### src/rtl/pipe_multiplier.sv
// -----------------------------------------------------------------------------
// pipe_multiplier
//   Fully pipelined shift-add multiplier with valid/ready handshaking.
//   Operands are reduced to magnitudes in the input stage, one multiplier bit
//   is consumed per shift-add stage, and the output stage re-applies the sign.
//   The pipeline is rigid: all stages advance together unless the output is
//   held by the consumer, in which case every stage freezes.
//
// Parameters
//   M : multiplicand width (>= 2)
//   N : multiplier width and number of shift-add stages (>= 2)
//
// Ports
//   clk        : clock, all state on rising edge
//   rst_n      : asynchronous active-low reset
//   in_valid   : operand pair offered
//   in_ready   : operand pair can be accepted this cycle
//   in_signed  : 1 = two's-complement operands, 0 = unsigned
//   multi1     : multiplicand, M bits
//   multi2     : multiplier, N bits
//   out_valid  : product valid
//   out_ready  : consumer accepts product
//   product    : M+N bit result (0 while out_valid = 0)
//   occupancy  : number of transactions currently held in the pipeline
// -----------------------------------------------------------------------------
module pipe_multiplier #(
  parameter int M = 4,
  parameter int N = 4
) (
  input  logic                       clk,
  input  logic                       rst_n,
  input  logic                       in_valid,
  output logic                       in_ready,
  input  logic                       in_signed,
  input  logic [M-1:0]               multi1,
  input  logic [N-1:0]               multi2,
  output logic                       out_valid,
  input  logic                       out_ready,
  output logic [M+N-1:0]             product,
  output logic [$clog2(N+3)-1:0]     occupancy
);

  localparam int W     = M + N;
  localparam int OCC_W = $clog2(N + 3);

  // Magnitude of the multiplicand, zero-extended to the full product width.
  // The most negative value maps onto itself as a bit pattern, which read as
  // unsigned is exactly 2^(M-1), so no extra bit is needed.
  function automatic logic [W-1:0] mag_m(input logic [M-1:0] v, input logic sgn);
    logic signed [M-1:0] s;
    s = $signed(v);
    if (sgn && v[M-1]) s = -s;
    return {{N{1'b0}}, $unsigned(s)};
  endfunction

  // Magnitude of the multiplier; only its N bits are carried down the pipe.
  function automatic logic [N-1:0] mag_n(input logic [N-1:0] v, input logic sgn);
    logic signed [N-1:0] s;
    s = $signed(v);
    if (sgn && v[N-1]) s = -s;
    return $unsigned(s);
  endfunction

  // Two's-complement negation of the accumulated magnitude.
  function automatic logic [W-1:0] negate_w(input logic [W-1:0] v);
    logic signed [W-1:0] s;
    s = $signed(v);
    s = -s;
    return $unsigned(s);
  endfunction

  // Index 0 is the input stage S0, index k (1..N) is shift-add stage Sk.
  logic [W-1:0] mcand_p  [0:N];
  logic [N-1:0] mplier_p [0:N];
  logic [W-1:0] acc_p    [0:N];
  logic [N:0]   vld_p;
  logic [N:0]   neg_p;

  logic stall;
  logic advance;
  logic accept;
  logic out_hs;
  logic [W-1:0] final_mag;

  assign stall    = out_valid & ~out_ready;
  assign advance  = ~stall;
  assign in_ready = advance;
  assign accept   = in_valid & in_ready;
  assign out_hs   = out_valid & out_ready;

  assign final_mag = neg_p[N] ? negate_w(acc_p[N]) : acc_p[N];

  // ---- S0: operand capture (magnitudes + negate flag) ----
  always_ff @(posedge clk or negedge rst_n) begin
    if (!rst_n) begin
      vld_p[0]    <= 1'b0;
      neg_p[0]    <= 1'b0;
      mcand_p[0]  <= '0;
      mplier_p[0] <= '0;
      acc_p[0]    <= '0;
    end else if (advance) begin
      vld_p[0]    <= in_valid;
      neg_p[0]    <= in_signed & (multi1[M-1] ^ multi2[N-1]);
      mcand_p[0]  <= mag_m(multi1, in_signed);
      mplier_p[0] <= mag_n(multi2, in_signed);
      acc_p[0]    <= '0;
    end
  end

  // ---- S1..SN: one multiplier bit per stage ----
  always_ff @(posedge clk or negedge rst_n) begin
    if (!rst_n) begin
      for (int k = 1; k <= N; k++) begin
        vld_p[k]    <= 1'b0;
        neg_p[k]    <= 1'b0;
        mcand_p[k]  <= '0;
        mplier_p[k] <= '0;
        acc_p[k]    <= '0;
      end
    end else if (advance) begin
      for (int k = 1; k <= N; k++) begin
        vld_p[k]    <= vld_p[k-1];
        neg_p[k]    <= neg_p[k-1];
        acc_p[k]    <= mplier_p[k-1][0] ? (acc_p[k-1] + mcand_p[k-1]) : acc_p[k-1];
        mcand_p[k]  <= mcand_p[k-1] << 1;
        mplier_p[k] <= mplier_p[k-1] >> 1;
      end
    end
  end

  // ---- SO: sign restore; product forced to 0 for bubbles ----
  always_ff @(posedge clk or negedge rst_n) begin
    if (!rst_n) begin
      out_valid <= 1'b0;
      product   <= '0;
    end else if (advance) begin
      out_valid <= vld_p[N];
      product   <= vld_p[N] ? final_mag : '0;
    end
  end

  // Transaction count: up on acceptance, down on output handshake.
  always_ff @(posedge clk or negedge rst_n) begin
    if (!rst_n) begin
      occupancy <= '0;
    end else begin
      case ({accept, out_hs})
        2'b10:   occupancy <= occupancy + OCC_W'(1);
        2'b01:   occupancy <= occupancy - OCC_W'(1);
        default: occupancy <= occupancy;
      endcase
    end
  end

endmodule

### config.mk
export PLATFORM = sky130hd
export DESIGN_NAME = pipe_multiplier
export DESIGN_NICKNAME = d
export VERILOG_FILES = /design/src/rtl/pipe_multiplier.sv
export SDC_FILE = /design/constraint.sdc
export NUM_CORES = 1
export LEC_CHECK = 0
export ABC_AREA = 1
export CORE_MARGIN = 2
export CORE_UTILIZATION = 38
export CTS_CLUSTER_SIZE = 14
export DETAILED_ROUTE_END_ITERATION = 12
export PLACE_DENSITY_LB_ADDON = 0.08
export SETUP_SLACK_MARGIN = 0.5
export SYNTH_ARGS = -nofsm -noshare
export SYNTH_HDL_FRONTEND = slang
export SYNTH_SLANG_ARGS = --single-unit
### constraint.sdc
create_clock -name clk -period 1.94 [get_ports clk]
set_input_delay 0.485 -clock clk [delete_from_list [all_inputs] [get_ports clk]]
set_output_delay 0.485 -clock clk [all_outputs]
set_load 0.03 [all_outputs]
# Word level (Yosys, flattened, before mapping)

Index checks and enable logic that the tools add are counted.

Add/subtract/negate cells: 8
Eq/ne operators: 2
Muxes and demuxes: 9
Bitwise logic cells: 7
Reduce and logical (&&, ||, !) cells: 3

Operator list:

| operator                                         | number |
|---|---|
| two-way mux 8 bit                                | 5 |
| two-way mux 4 bit                                | 3 |
| adder 8 x 5 -> 8 bit                             | 1 |
| adder 8 x 6 -> 8 bit                             | 1 |
| adder 8 x 7 -> 8 bit                             | 1 |
| negator 4 bit                                    | 2 |
| negator 8 bit                                    | 1 |
| case mux 3 bit (2 select lines)                  | 1 |
| bitwise AND 1 bit                                | 4 |
| adder 3 x 1 -> 3 bit, second input constant      | 1 |
| subtractor 3 x 1 -> 3 bit, second input constant | 1 |
| == test 2 x 1 -> 1 bit, second input constant    | 1 |
| == test 2 bit, second input constant             | 1 |
| logical AND 1 bit                                | 2 |
| NOT 1 bit                                        | 2 |
| nonzero test 2 bit                               | 1 |
| XOR 1 bit                                        | 1 |

Register bits: 80
Input port bits: 13
Output and inout bits: 13

# Longest topological paths before layout

Depth after elaboration: 6
Gate-level depth with buffers: 11
Gate-level depth less buffers: 10

# Least setup slack after synthesis

OpenSTA, ideal clock, no wires.

Path kind: register -> register
Start point: register out_valid
End point: register occupancy[2]
Arrival time: 1,966 ps
Setup slack: -159 ps
Stages on the path, launching flop included: 12
Path buffers: 1
Period minus slack after synthesis: 2,099 ps
Path through: dfrtp_1 inv_1 nor2_4 inv_2 buf_4 nand2_1 ha_1 inv_1 fa_1 a21oi_1 o21ai_0 xnor2_1

Cells in the longest elaborated chain, start to end: 5
Elaborated cells between the ends (all ways): 8
Those cells by class: eq/ne: 2; mux: 1; bitwise: 4; reduce/logical: 1

Ends and longest elaborated chain:

| element                                                                      | line | source |
|---|---|---|
| start: declaration                                                           | 37   | `output logic out_valid,` |
| start signal: assignment                                                     | 137  | `out_valid <= vld_p[N];` |
| bitwise AND 1 bit                                                            | 85   | `assign stall = out_valid & ~out_ready;` |
| NOT 1 bit                                                                    | 86   | `assign advance = ~stall;` |
| bitwise AND 1 bit                                                            | 88   | `assign accept = in_valid & in_ready;` |
| == test 2 x 1 -> 1 bit / == test 2 bit (equally long branches)               | 147  | `case ({accept, out_hs})` |
| case mux 3 bit (2 select lines) / nonzero test 2 bit (equally long branches) | -    |  |
| end signal: assignment                                                       | 148  | `2'b10: occupancy <= occupancy + OCC_W'(1);` |
| end signal: assignment                                                       | 149  | `2'b01: occupancy <= occupancy - OCC_W'(1);` |
| end signal: assignment                                                       | 150  | `default: occupancy <= occupancy;` |
| end: declaration                                                             | 40   | `output logic [$clog2(N+3)-1:0] occupancy` |

Parallel ways exist; a longest one is shown, timed or not.
A chain may end at the register's enable or synchronous reset.

# Worst setup path in the final report

Start point: register out_valid
End point: output port in_ready

Cells in the longest elaborated chain, start to end: 2

Ends and longest elaborated chain:

| element           | line | source |
|---|---|---|
| bitwise AND 1 bit | 85   |  |
| NOT 1 bit         | 86   |  |
| end: declaration  | 33   | `output logic in_ready,` |

No other way between the ends.

==> impl_metrics.yaml <==
status:
  status: "finished, final reports clean"
finish:
  fin_area_um2: 4400
  insertedDiodeCount: 0
  final_cell_mix: "130 x nand2_1, 71 x dfrtp_1, 41 x o21ai_0, 39 x inv_1, 29 x buf_4"
  drive_above_1_share: 0.186
  syn_to_final_growth_pct: 24.9
  nNetsFinal: 500
  final_common_cell: "nand2_1"
grt:
  grt_overflow: 0
  grt_usage: 0.159
  grt_pass1_vias: 2811
  grt_antenna_before_repair: 0
  grt_pass1_wl_um: 12700
  grt_max_degree: 51
floorplanning:
  die_area_um2: 10100
  dieHeight_um: 100
  core_um2: 9110
  start_util: 0.387
  floorplan.die.width_um: 100
  io_pins: 26
  rows: 35
timing:
  slew_viol_final: 0
  fin_crit_sh: 0.864
  setup_violations: 0
  period_needed_ns: 1.68
  timing.slew.headroom: 0.679
  hold_ws_ns: 0.0948
  timing.fmax_mhz: 597
  grt_setup_unrepaired: "true"
  worst_slack_ns: 0.265
  worstMarginPinSlew_ns: 0.482
  final_hold_viol_count: 0
  tns_ns: 0
  skew_ns: 0.0150
logic_synthesis:
  synth-adder-area-share: 0.0760
  synth_compound_area_frac: 0.120
  yosysUniqueCellTypes: 25
  synth-edff-count: 0
  synth_fp_nets: 447
  synth_mux_area_frac: 0
  synth-main-ff-cell: "dfrtp_1"
  synth_area_um2: 3520
  ys_seq_elements: 73
  synth-async-reset-ratio: 1.00
  synth_top_family_by_area: "simple AND/OR/NAND/NOR gates"
  yosys_warnings: 0
  yosysSeqAreaShare: 0.518
  synth.area.top_cells: "dfrtp_1 52%, nand2_1 14%, o21ai_0 7.5%"
  syn_area_per_cell_um2: 8.49
  yosysTopAreaCell: "dfrtp_1"
  synthSimpleGateAreaFrac: 0.197
  synthXorXnorAreaFrac: 0.0124
  syn-instance-count: 415
  synth_top_cell_area_share: 0.518
setup_path:
  cp_top_family: "flip-flops"
  cp_max_fo: 3
  cp_cell_sequence: "inv_2, nor2_4, inv_4, buf_12, buf_8"
  crit_arrival_ns: 1.19
  slowest_stage: "dfrtp_2"
  critPathRequiredTime_ns: 1.45
  worst-path-buf-inv: 4
  critPathCaptureType: "primary output"
  setup.worst_path.start_class: "flip-flop"
  path_class: "reg2out"
  critical-path-max-stage-delay_ns: 0.38
placement:
  dpl_worst_slack_ns: -0.212
  place.gp.congestion: 0.790
  place_area_um2: 3940
  dp_hpwl_um: 4890
  io_buffers: 25
clock_tree:
  h-tree-depth: 3
  cts.sinks: 73
  cts_tree: "built"
  numCtsBuffers: 9
  clk_latency_ns: 0.35
  cts-root-buf: "clkbuf_8"
  cts.path.max_buffers: 2
  clk_pin_slew_ns: 0.08
routing:
  routed_wl_um: 7180
  detail-route-antenna-nets: 0
  drc_errors: 0
  drtPass1Iterations: 4
  vias: 2741
  vias_per_cell: 4.69
  wl_per_cell_um: 12.3
  first_iter_violations: 108
flow_run:
  maxCapViolCount: 0
pwr:
  leakage_nw: 2.17
  finalPower_mw: 6.90
  vdd_drop_max_uv: 664
  power_density_nw_per_um2: 1570
hold_path:
  worstHoldPathType: "in2async"
-- cells by family after synthesis --
group | count (synthesis)
and+or+nand+nor | 174
AOI/OAI and AO/OA | 82
DFF | 73
buffers and inverters | 62
adders and majority gates | 19
xor gates and xnor gates | 5
-- layout make-up --
class	instances	area, µm²
clock inverter	5	81.3
tap	111	139
fill	929	4710
inverter	48	185
sequential	73	1830
clock buffer	11	131
multi-input combinational	280	1500
timing repair buffer	56	533
-- stage by stage --
step,utilization,cells
detailed placement,0.432,546
global route,0.483,584
floorplan,-,415
CTS,0.466,571
global placement,0.432,546
finish,0.483,584
-- synthesized netlist by cell type (all sizes together) (3+ instances only) --
cell,count
a21oi,19
a31oi,3
buf,13
dfrtp,73
fa,4
ha,15
inv,48
nand2,132
nand3,18
nor2,19
nor3,3
o211ai,3
o21ai,55
xnor2,3
-- worst register-to-register path, cell delays in order, from the launching register on --
cell and delay, ns:
dfrtp_2 0.38, inv_2 0.04, nor2_4 0.11, inv_4 0.06, nand2_4 0.06, ha_4 0.13
inv_4 0.03, fa_2 0.34, a21oi_2 0.12, o21ai_1 0.08, xnor2_1 0.12
-- state kept, by name, indices dropped and copies added, names as in the netlist --
name	flops
mplier_p	10
acc_p	25
product	8
out_valid	1
neg_p	5
mcand_p	16
vld_p	5
occupancy	3
-- power breakdown --
group | total [mW] | leakage, nW | switching, mW | internal, mW
Sequential | 2.58 | 0.922 | 0.433 | 2.15
Clock | 1.28 | 0.104 | 0.559 | 0.725
Combinational | 3.03 | 1.15 | 1.72 | 1.31
Total | 6.90 | 2.17 | 2.71 | 4.19
-- path summary, 6_finish.rpt --
| path | cells after the start | slack [ns] | startpoint | to |
|---|---|---|---|---|
| worst max-delay path | 5 | 0.26 | out_valid$_DFFE_PN0N_ | in_ready |
| worst min-delay path | 1 | 0.09 | rst_n | mcand_p[21]$_DFFE_PN0N_ |
| worst max register to register | 10 | 0.36 | out_valid$_DFFE_PN0N_ | occupancy[2]$_DFFE_PN0P_ |
| worst min register to register | 2 | 0.47 | acc_p[16]$_DFFE_PN0N_ | acc_p[8]$_DFFE_PN0N_ |
| max in group asynchronous | 2 | 1.26 | rst_n | mplier_p[16]$_DFFE_PN0N_ |
| min in group clk | 2 | 0.47 | acc_p[16]$_DFFE_PN0N_ | acc_p[8]$_DFFE_PN0N_ |
-- layer usage --
layer	wire length, µm	GRT usage	vias to the layer above
met5	0	0	-
met4	102	0.0632	0
met3	181	0.0279	10
met2	3330	0.257	30
met1	3570	0.213	1267
li1	-	-	1434
-- timing repair --
action / 4_1_cts / 5_1_grt
pin swaps: 2 / 9
resized for setup: 83 / 32
setup endpoints to repair: 72 / 31
hold buffers: 0 / 0
gates cloned: 1 / 0
setup buffers: 8 / 13
Note: power is estimated with default switching activity, not from simulation.
